### src/rtl/mfp_seven_segment_scanner.sv
// Time-multiplexed common-anode 7-segment scanner with frame-synchronous shadow latching.
// Optional leading-zero blanking is enabled by defining MFP_SEVEN_SEG_LEADING_ZERO_BLANK_EN.
module mfp_seven_segment_scanner #(
   parameter int unsigned N_DIGITS          = 8,
   parameter int unsigned DIGIT_PERIOD_LOG2 = 16,
   parameter int unsigned BLANK_CYCLES      = 16
) (
   input  logic                  HCLK,
   input  logic                  HRESETn,
   input  logic [4*N_DIGITS-1:0] number,
   input  logic [N_DIGITS-1:0]   dots,
   output logic [N_DIGITS-1:0]   anodes,
   output logic [6:0]            segments,
   output logic                  dot,
   output logic                  frame_start
);

   localparam int unsigned IW = (N_DIGITS > 1) ? $clog2(N_DIGITS) : 1;
   localparam logic [IW-1:0] LAST_DIGIT = IW'(N_DIGITS - 1);

   logic [DIGIT_PERIOD_LOG2-1:0] r_presc, w_presc;
   logic [IW-1:0]                r_index, w_index;
   logic [4*N_DIGITS-1:0]        r_shadow_num;
   logic [N_DIGITS-1:0]          r_shadow_dots;
   logic [N_DIGITS-1:0]          r_anodes, w_anodes;
   logic [6:0]                   r_segments, w_segments;
   logic                         r_dot, w_dot;
   logic                         r_frame_start;
   logic                         w_slot_end, w_frame_end, w_blank, w_dot_req;
   logic [3:0]                   w_nibble;
`ifdef MFP_SEVEN_SEG_LEADING_ZERO_BLANK_EN
   logic                         w_hi_zero;
`endif

   function automatic logic [6:0] f_decode(input logic [3:0] hex);
      logic [6:0] seg;
      unique case (hex)
         4'h0: seg = 7'h40;
         4'h1: seg = 7'h79;
         4'h2: seg = 7'h24;
         4'h3: seg = 7'h30;
         4'h4: seg = 7'h19;
         4'h5: seg = 7'h12;
         4'h6: seg = 7'h02;
         4'h7: seg = 7'h78;
         4'h8: seg = 7'h00;
         4'h9: seg = 7'h10;
         4'hA: seg = 7'h08;
         4'hB: seg = 7'h03;
         4'hC: seg = 7'h46;
         4'hD: seg = 7'h21;
         4'hE: seg = 7'h06;
         4'hF: seg = 7'h0E;
      endcase
      return seg;
   endfunction

   always_comb begin
      w_slot_end  = &r_presc;
      w_frame_end = w_slot_end && (r_index == LAST_DIGIT);
      w_presc     = r_presc + DIGIT_PERIOD_LOG2'(1);
      w_index     = r_index;
      if (w_slot_end) begin
         w_index = (r_index == LAST_DIGIT) ? '0 : r_index + IW'(1);
      end

      w_nibble  = 4'h0;
      w_dot_req = 1'b0;
      for (int i = 0; i < N_DIGITS; i++) begin
         if (r_index == IW'(i)) begin
            w_nibble  = r_shadow_num[4*i +: 4];
            w_dot_req = r_shadow_dots[i];
         end
      end

      w_blank = (32'(r_presc) < BLANK_CYCLES);
`ifdef MFP_SEVEN_SEG_LEADING_ZERO_BLANK_EN
      // Digit is a leading zero when it and every more-significant nibble are zero.
      w_hi_zero = 1'b1;
      for (int i = 0; i < N_DIGITS; i++) begin
         if ((IW'(i) >= r_index) && (r_shadow_num[4*i +: 4] != 4'h0)) begin
            w_hi_zero = 1'b0;
         end
      end
      if ((r_index != '0) && w_hi_zero && !w_dot_req) begin
         w_blank = 1'b1;
      end
`endif

      w_anodes   = '1;
      w_segments = 7'h7F;
      w_dot      = 1'b1;
      if (!w_blank) begin
         for (int i = 0; i < N_DIGITS; i++) begin
            w_anodes[i] = (r_index != IW'(i));
         end
         w_segments = f_decode(w_nibble);
         w_dot      = ~w_dot_req;
      end
   end

   always_ff @(posedge HCLK) begin
      if (!HRESETn) begin
         r_presc       <= '0;
         r_index       <= '0;
         r_shadow_num  <= '0;
         r_shadow_dots <= '0;
         r_anodes      <= '1;
         r_segments    <= 7'h7F;
         r_dot         <= 1'b1;
         r_frame_start <= 1'b0;
      end else begin
         r_presc       <= w_presc;
         r_index       <= w_index;
         r_anodes      <= w_anodes;
         r_segments    <= w_segments;
         r_dot         <= w_dot;
         r_frame_start <= w_frame_end;
         if (w_frame_end) begin
            r_shadow_num  <= number;
            r_shadow_dots <= dots;
         end
      end
   end

   assign anodes      = r_anodes;
   assign segments    = r_segments;
   assign dot         = r_dot;
   assign frame_start = r_frame_start;

endmodule

### config.mk
export PLATFORM = sky130hd
export DESIGN_NAME = mfp_seven_segment_scanner
export DESIGN_NICKNAME = d
export VERILOG_FILES = /design/src/rtl/mfp_seven_segment_scanner.sv
export SDC_FILE = /design/constraint.sdc
export NUM_CORES = 1
export LEC_CHECK = 0
export CAP_MARGIN = 20
export CORE_UTILIZATION = 48
export DETAILED_ROUTE_END_ITERATION = 12
export PLACE_DENSITY_LB_ADDON = 0.1
export REMOVE_ABC_BUFFERS = 1
export SETUP_SLACK_MARGIN = 0.3
export SLEW_MARGIN = 10
export SYNTH_ARGS = -nofsm -noshare
export SYNTH_HDL_FRONTEND = slang
export SYNTH_SLANG_ARGS = --single-unit
### constraint.sdc
create_clock -name HCLK -period 2.64 [get_ports HCLK]
set_input_delay 0.66 -clock HCLK [delete_from_list [all_inputs] [get_ports HCLK]]
set_output_delay 0.66 -clock HCLK [all_outputs]
set_load 0.005 [all_outputs]
# After elaboration in Yosys (flattened, before gate mapping)
# Memories as Yosys holds them, arrays and structs flattened. A register that Yosys moved wholly into a read port is not among the register bits.
# Index checks and enable logic that the tools add are counted.
totals:
  memories: 1
  regBits: 69
  romBits: 112
mem_list:
  columns: ["name", "words", "width", "rd", "rd_clocked_by_memory_dff", "wr", "line", "source"]
  rows:
  - ["(no name shown)", 16, 7, 1, 1, 0, "37", "unique case (hex)"]
op_classes:
  n_addsub: 2
  n_reduce_logical: 5
  n_eq_ne: 14
  bitwise_logic: 2
  n_lt_le_gt_ge: 1
  n_mux: 17
ops:
  columns: ["operator", "n"]
  rows:
  - ["$mux W4", 8]
  - ["$add A16 B1 Y16 const B", 1]
  - ["$lt A16 B5 Y1 const B", 1]
  - ["$reduce_and A16 Y1", 1]
  - ["$eq A3 B3 Y1 const B", 4]
  - ["$ne A3 B3 Y1 const B", 4]
  - ["$mux W1", 8]
  - ["$eq A3 B2 Y1 const B", 2]
  - ["$ne A3 B2 Y1 const B", 2]
  - ["$add A3 B1 Y3 const B", 1]
  - ["$eq A3 B1 Y1 const B", 1]
  - ["$logic_not A3 Y1", 1]
  - ["$mux W3", 1]
  - ["$ne A3 B1 Y1 const B", 1]
  - ["$reduce_bool A3 Y1", 1]
  - ["$not A1 Y1", 2]
  - ["$reduce_or A2 Y1", 1]
  - ["$logic_and A1 B1 Y1", 1]

# Logic depth before layout (Yosys ltp)
# Gate-level depths: netlist of the first run.
depth:
  word_depth: 10
  ltp_mapped: 14
  mapped_depth_nobuf: 12

# Least setup slack after synthesis of the first run
# Ideal clock, no wire load.
synth_path:
  path_kind: "flip-flop to flip-flop"
  startpoint: "reg r_index[2]"
  endpoint: "reg r_segments[6] (netlist: segments[6])"
  required_time_ns: 2.499
  setup_time_ns: 0.141
  setup_slack_ns: -0.170
  stages_incl_launch_ff: 14
  n_path_buf: 2
  arrival_time_ns: 2.670
  cell_sequence: "dfxtp_1 -> buf_2 -> inv_1 -> ha_1 -> buf_2 -> or2_2 -> a21oi_1 -> a22oi_1 -> o31ai_1 -> inv_1 -> ha_1 -> mux2_2 -> nand2_1 -> o211ai_1"
synth_via:
  elab_chain_cells: 9
synth_rtl:
  columns: ["item", "line", "source"]
  rows:
  - ["start: declaration", "22", "logic [IW-1:0] r_index, w_index;"]
  - ["start signal: assignment", "114", "r_index <= w_index;"]
  - ["$logic_not A3 Y1", "70", "if (r_index == IW'(i)) begin"]
  - ["$mux W4 (7 in series)", "70", null]
  - ["$mux W4 *", "70", null]
  - ["end: declaration", "26", "logic [6:0] r_segments, w_segments;"]
# Mark *: on every way between the ends. The rest lies on a longest branch, timed or not.
# A chain may end at the register's enable or synchronous reset.

# Worst setup path in the final report of the first run
layout_path:
  startpoint: "reg r_index[1]"
  endpoint: "reg r_segments[6] (netlist: segments[6])"
# Same word-level chain as after synthesis.

==> results of run 1 <==
placed cells by master, fill, tap and decap left out, types with 3 or more instances in the layout:
cell	Yosys	routed
clkbuf_8	0	10
nor2_1	21	21
nor4_1	3	3
o21ai_1	13	16
inv_2	0	3
o31ai_1	8	7
xor2_1	8	8
or3_1	4	4
and2_1	6	5
a21oi_1	18	15
buf_4	2	29
a31oi_1	5	4
nand3_1	50	50
nand2_1	56	53
clkdlybuf4s50_1	0	57
ha_4	0	7
xnor2_1	3	3
dfxtp_1	76	73
nand3b_1	6	6
nand2b_1	6	5
o21ai_0	32	28
nand4_1	5	5
buf_6	5	7
inv_1	16	11
ha_2	0	4
kinds of logic after synthesis:
logic type,after synthesis,synth area share (%)
mux,3,0.894
compound gates,95,16.1
flops,76,43.5
simple gates,174,25.3
xor+xnor,11,2.76
buf+inv,48,6.80
fa+ha+maj,13,4.65
per-layer routing:
| layer | routed length [um] | GRT usage [%] | part of all wire, % |
|---|---|---|---|
| met5 | 0 | 0 | 0 |
| met2 | 4190 | 37.1 | 49 |
| met3 | 376 | 4.83 | 4.4 |
| met1 | 3770 | 27.3 | 44 |
| met4 | 163 | 9.69 | 1.9 |
through the flow:
stage	instance area [um^2]	hold WS, ns	setup TNS (ns)	instances	total power [uW]
after global routing	4790	0.479	0	596	2170
after detailed placement	4190	0.446	0	564	1270
after floorplan	3320	0.413	-12.35	388	1190
after global placement	4190	0.425	0	564	1270
after CTS	4650	0.458	0	591	2120
final	4790	0.455	0	596	2100
worst max path at each step:
stage	endpoint	from	depth (start not counted)
after floorplan	r_shadow_dots[1]	r_presc[0]	6
after global placement	segments[6]	r_index[1]	11
after detailed placement	segments[4]	r_index[1]	12
after CTS	segments[6]	r_index[0]	13
after global routing	segments[6]	r_index[1]	12
final	segments[6]	r_index[1]	12
flip-flops by register name, indices dropped and copies added, names as in the netlist:
signal	count
segments	7
r_shadow_dots	8
anodes	8
dot	1
r_shadow_num	32
r_presc	16
r_index	3
frame_start	1
area by class of cell:
cell class | instances | area share [%]
clock buffers | 11 | 2.95
clock inverters | 4 | 1.04
inverters | 16 | 1.36
multi-input cells | 296 | 40.8
flip-flops and latches | 76 | 31.9
well taps | 96 | 2.51
repair buffers | 97 | 19.4
power groups by stage:
stage	logic, uW	registers [uW]	clock network (uW)
2_1_floorplan	9.97	1180	0
3_3_place_gp	90.3	1180	0
3_5_place_dp	91.8	1180	0
4_1_cts	92.6	1150	878
5_1_grt	100	1150	918
6_report	91.6	1150	863
repair_timing:
action	in CTS	in global routing
hold buffers	0	0
endpoints found under the setup margin	7	7
hold endpoints to repair	0	0
gates resized for setup	43	26
buffers inserted	12	5
pin swaps	14	16
worst register-to-register path, stage by stage, from the launching register on:
cell and delay [ns]:
dfxtp_4 0.39, inv_4 0.05, ha_4 0.17, buf_8 0.14, a21oi_2 0.16, o21ai_2 0.08, o221a_2 0.30, o31a_1 0.36
buf_6 0.16, ha_4 0.17, mux2_4 0.26, nand2_2 0.06, o211ai_1 0.08
==> run_results.csv, run 1 <==
group,metric,value,unit
finish,multi_input_area,0.00196,mm^2
yosys,synth.distinct_cells,51,
worst_setup_path,crit_buf_inv,3,
yosys,synth_top_cell_area_share,43.5,%
finish,n_antenna_cell,0,
floorplanning,die_x,87.4,um
worst_setup_path,crit_path_top_delay_cell,"dfxtp_4",
finish,drive_gt1_share,19.8,%
floorplanning,num_rows,30,
clocking,h-tree-depth,3,
sta,period_minus_slack,2.51,ns
floorplanning,die_area,0.00763,mm^2
power_and_ir_drop,share_seq_of_total_power,54.6,%
clocking,numCtsBuffers,9,
place,io_buffers,58,
sta,finalHoldViolCount,0,
routing,vias_per_cell,5.30,
clocking,clk_pin_slew,0.08,ns
worst_setup_path,worstPathRequired,2.87,ns
global_routing,antenna_found_initial,0,
power_and_ir_drop,peakVddDrop,0.000304,V
worst_setup_path,rr_endpoint,"segments[6]",
global_routing,grt_max_degree,81,
floorplanning,die_h,87.4,um
sta,maxSlewViolCount,0,
yosys,yosys.area.top_type,"dfxtp_1",
routing,drc,0,
floorplanning,core,0.00691,mm^2
yosys,synth.most_common_cell,"dfxtp_1",
yosys,yosys_warnings,0,
yosys,ys_ff_latch,76,
worst_setup_path,max_stage_delay,0.39,ns
sta,max_freq,398,MHz
yosys,ys_top_cells_by_count,"dfxtp_1 (76), nand2_1 (56), nand3_1 (50), o21ai_0 (32), nor2_1 (21)",
flow_run,cap_violations,0,
worst_setup_path,crit_path_cell_trace,"inv_4 > ha_4 > buf_8 > a21oi_2 > o21ai_2 > o221a_2 > o31a_1 > buf_6 > ha_4 > mux2_4 > nand2_2 > o211ai_1",
place,gp_congestion,0.841,
sta,fin_crit_sh,95.1,%
worst_setup_path,cp.arrival,2.74,ns
min_path,holdPathStages,2,
clocking,clockBufferDepth,2,
place,dp_slack,0.0287,ns
clocking,cts-root-buf,"clkbuf_8",
yosys,syn_avg_cell_area,8.33,um^2
min_path,hp-start,"r_shadow_num[15]",
yosys,synth_edf_count,0,
routing,drt_iter0_markers,114,
finish,fin_util,69.3,%
sta,worst_slew_pin_slew,0.724,ns
power_and_ir_drop,p_sw,443,uW
power_and_ir_drop,p_per_area,439,mW/mm^2
power_and_ir_drop,p_sw_share,21.1,%
yosys,synth-main-ff-cell,"dfxtp_1",
sta,final.setup.worst_slack,0.130,ns
sta,max-slew-margin-rel,51.7,%
routing,firstDrtPassIters,5,
routing,wl,8500,um
yosys,syn_area,0.00350,mm^2
sta,clock-skew-final,0.00742,ns
power_and_ir_drop,pwr-share-comb,4.4,%
yosys,netlist_instances,420,
min_path,hold_path_end,"r_shadow_num[15]",
yosys,ys_seq_area_share,43.5,%
global_routing,grt_pass1_wl,13200,um
worst_setup_path,rr_worst_depth,12,
routing,postRouteAntennaNets,0,
finish,layout-area-overhead-vs-synth,37.0,%
finish,fill_cells,559,
power_and_ir_drop,clockPowerShare,41.0,%
worst_setup_path,r2r_slack,0.13,ns
routing,num_vias,3156,
sta,rsz0062_at_grt,"yes",
global_routing,grt_usage,22.1,%
worst_setup_path,r2r-start,"r_index[1]",
place,dp_hpwl,5120,um
worst_setup_path,cp_top_family,"compound AO/OA/AOI/OAI gates",
finish,seq_area,0.00153,mm^2
power_and_ir_drop,power_leakage,0.00170,uW
worst_setup_path,worstSetupEndpointType,"flip-flop",
sta,setup_viol,0,
clocking,cts_tree,"built",
yosys,synthTopCellsByArea,"dfxtp_1 (44%), nand3_1 (7.2%), nand2_1 (6.0%), ha_1 (4.7%), o21ai_0 (4.6%)",
worst_setup_path,critPathMaxFanout,13,
routing,wl_per_cell,14.3,um
finish,final_nets,551,
worst_setup_path,crit_top_cell,"ha_4",
status,status,"finished clean",
worst_setup_path,cp-start-kind,"flip-flop",
clocking,insertion_delay,0.35,ns
global_routing,grt_pass1_vias,2900,
worst_setup_path,critPathKind,"flip-flop to flip-flop",
floorplanning,start_util,50.6,%
clocking,clock-sinks,76,
min_path,hold_class,"flip-flop to flip-flop",
power_and_ir_drop,p_int,1660,uW
global_routing,grt-ovfl-total,0,
yosys,synthArstFlopShare,0,%
floorplanning,ios,59,
Note: power is estimated with default switching activity, not from simulation.
==> run 2: changes to the inputs <==
--- a/config.mk
+++ b/config.mk
@@ -11,7 +11,8 @@
 export PLACE_DENSITY_LB_ADDON = 0.1
 export REMOVE_ABC_BUFFERS = 1
 export SETUP_SLACK_MARGIN = 0.3
-export SLEW_MARGIN = 10
+export SKIP_CTS_REPAIR_TIMING = 1
+export SLEW_MARGIN = 20
 export SYNTH_ARGS = -nofsm -noshare
 export SYNTH_HDL_FRONTEND = slang
 export SYNTH_SLANG_ARGS = --single-unit
==> run 2 against run 1 <==
  * Routed wire length decreased by 3.9%
  * Register-to-register slack improved by 0.11 ns
  * Power decreased by 0.48%
  * Combinational power about the same
  * Design area decreased by 1.4%
  * Worst setup slack improved by 0.11 ns
  * Die area unchanged
==> run_results.csv, run 2 (synthesis gave the netlist of run 1 again) <==
group,metric,value,unit
floorplanning,start_util,50.6,%
finish,stdcell_count,591,
clocking,cts_tree,"built",
clocking,clk_pin_slew,0.08,ns
sta,fin_crit_sh,90.8,%
routing,wl,8160,um
worst_setup_path,crit_path_cell_trace,"ha_4 > ha_4 > buf_6 > nor3b_4 > o221a_2 > o31a_1 > buf_4 > ha_1 > inv_1 > nor2_1 > a211oi_2 > o21ai_1",
sta,max-slew-margin-rel,51.1,%
sta,period_minus_slack,2.40,ns
worst_setup_path,cp.arrival,2.62,ns
sta,clock-skew-final,0.00779,ns
finish,final_nets,546,
worst_setup_path,critPathMaxFanout,6,
global_routing,antenna_found_initial,0,
global_routing,grt_pass1_wl,12400,um
power_and_ir_drop,peakVddDrop,0.000306,V
worst_setup_path,critPathKind,"flip-flop to flip-flop",
sta,rsz0062_at_grt,"yes",
status,status,"finished clean",
floorplanning,die_area,0.00763,mm^2
sta,worst_slew_pin_slew,0.733,ns
clocking,clockBufferDepth,2,
routing,drt_iter0_markers,114,
routing,num_vias,3124,
worst_setup_path,crit_path_top_delay_cell,"dfxtp_4",
finish,largest_reg_flops,32,
place,io_buffers,58,
power_and_ir_drop,p_total,2090,uW
place,dp_slack,0.0287,ns
sta,final.setup.worst_slack,0.244,ns
worst_setup_path,crit_top_cell,"ha_4",
worst_setup_path,worstSetupEndpointType,"flip-flop",
global_routing,grt_pass1_vias,2745,
flow_run,cap_violations,0,
floorplanning,ios,59,
finish,layout-area-overhead-vs-synth,35.0,%
sta,setup_viol,0,
finish,fill_cells,572,
clocking,insertion_delay,0.34,ns
worst_setup_path,cp-start-kind,"flip-flop",
floorplanning,die_x,87.4,um
finish,n_antenna_cell,0,
floorplanning,die_h,87.4,um
clocking,cts-root-buf,"clkbuf_8",
finish,layout_commonest_cell,"dfxtp_1",
sta,maxSlewViolCount,0,
place,place_inst,564,
worst_setup_path,max_stage_delay,0.38,ns
finish,largest-register,"r_shadow_num",
global_routing,grt_max_degree,81,
min_path,hold_class,"flip-flop to flip-flop",
clocking,clock-sinks,76,
routing,wl_per_cell,13.8,um
finish,reg_top3,"r_shadow_num: 32 flops, r_presc: 16 flops",
clocking,numCtsBuffers,9,
routing,vias_per_cell,5.29,
finish,drive_gt1_share,17.8,%
global_routing,grt-ovfl-total,0,
finish,fin_util,68.4,%
power_and_ir_drop,p_per_area,443,mW/mm^2
global_routing,grt_usage,20.8,%
place,gp_congestion,0.841,
finish,final_cell_mix,"dfxtp_1 (73), clkdlybuf4s50_1 (57), nand2_1 (54)",
power_and_ir_drop,power_leakage,0.00167,uW
clocking,h-tree-depth,3,
sta,finalHoldViolCount,0,
routing,firstDrtPassIters,5,
routing,drc,0,
floorplanning,num_rows,30,
routing,postRouteAntennaNets,0,
floorplanning,core,0.00691,mm^2
worst_setup_path,worstPathRequired,2.87,ns
sta,setup_tns,0,ns
place,dp_hpwl,5120,um
sta,max_freq,417,MHz
## run 2: cell count changes in the layout (fill, tap and decap cells not counted), sizes merged
cell  change
buf       -5
## run 2: layout make-up
cell class / instances / area, um^2 / area share [%]
Clock buffer: 11 / 141 / 2.99
Clock inverter: 4 / 50.0 / 1.06
Inverter: 16 / 65.1 / 1.38
Multi-Input combinational cell: 296 / 1950 / 41.2
Sequential cell: 76 / 1530 / 32.4
Tap cell: 96 / 120 / 2.54
Timing Repair Buffer: 92 / 870 / 18.4
## run 2: layer usage
metal / wire length [um] / global-route usage [%] / share of wire (%) / vias up
met4: 111 / 5.07 / 1.4 / 0
met5: 0 / 0 / 0 / -
met3: 392 / 6.92 / 4.8 / 13
met1: 3730 / 26.0 / 46 / 1420
li1: - / - / - / 1598
met2: 3930 / 34.4 / 48 / 93
## run 2: stage by stage
| step | cell area, um^2 | hold slack (ns) |
|---|---|---|
| final | 4720 | 0.455 |
| after global routing | 4720 | 0.479 |
| after CTS | 4390 | 0.458 |
| after detailed placement | 4190 | 0.446 |
| after global placement | 4190 | 0.425 |
| after floorplan | 3320 | 0.413 |
## run 2: power breakdown
part           internal [uW]  leakage (uW)  total [uW]  switching [uW]
registers               1150      0.000615        1150            2.41
logic                   58.2      0.000962        91.7            33.5
clock network            456     0.0000914         853             397
total                   1660       0.00167        2090             433
## run 2: worst paths after layout
check | start | endpoint | slack, ns | cells past startpoint
setup / recovery | r_index[0] | segments[3] | 0.24 | 12
hold / removal | r_shadow_dots[0] | r_shadow_dots[0] | 0.46 | 2
setup reg to reg | r_index[0] | segments[3] | 0.24 | 12
hold reg to reg | r_shadow_dots[0] | r_shadow_dots[0] | 0.46 | 2
## run 2: worst max-delay path, delay by kind of cell (launching register included)
| kind | cells | cell delay [ns] |
|---|---|---|
| AO/OA/AOI/OAI | 4 | 0.78 |
| buffers and inverters | 3 | 0.38 |
| flip-flops | 1 | 0.38 |
| AND/OR/NAND/NOR | 2 | 0.20 |
| adder cells (fa/ha/maj) | 3 | 0.53 |
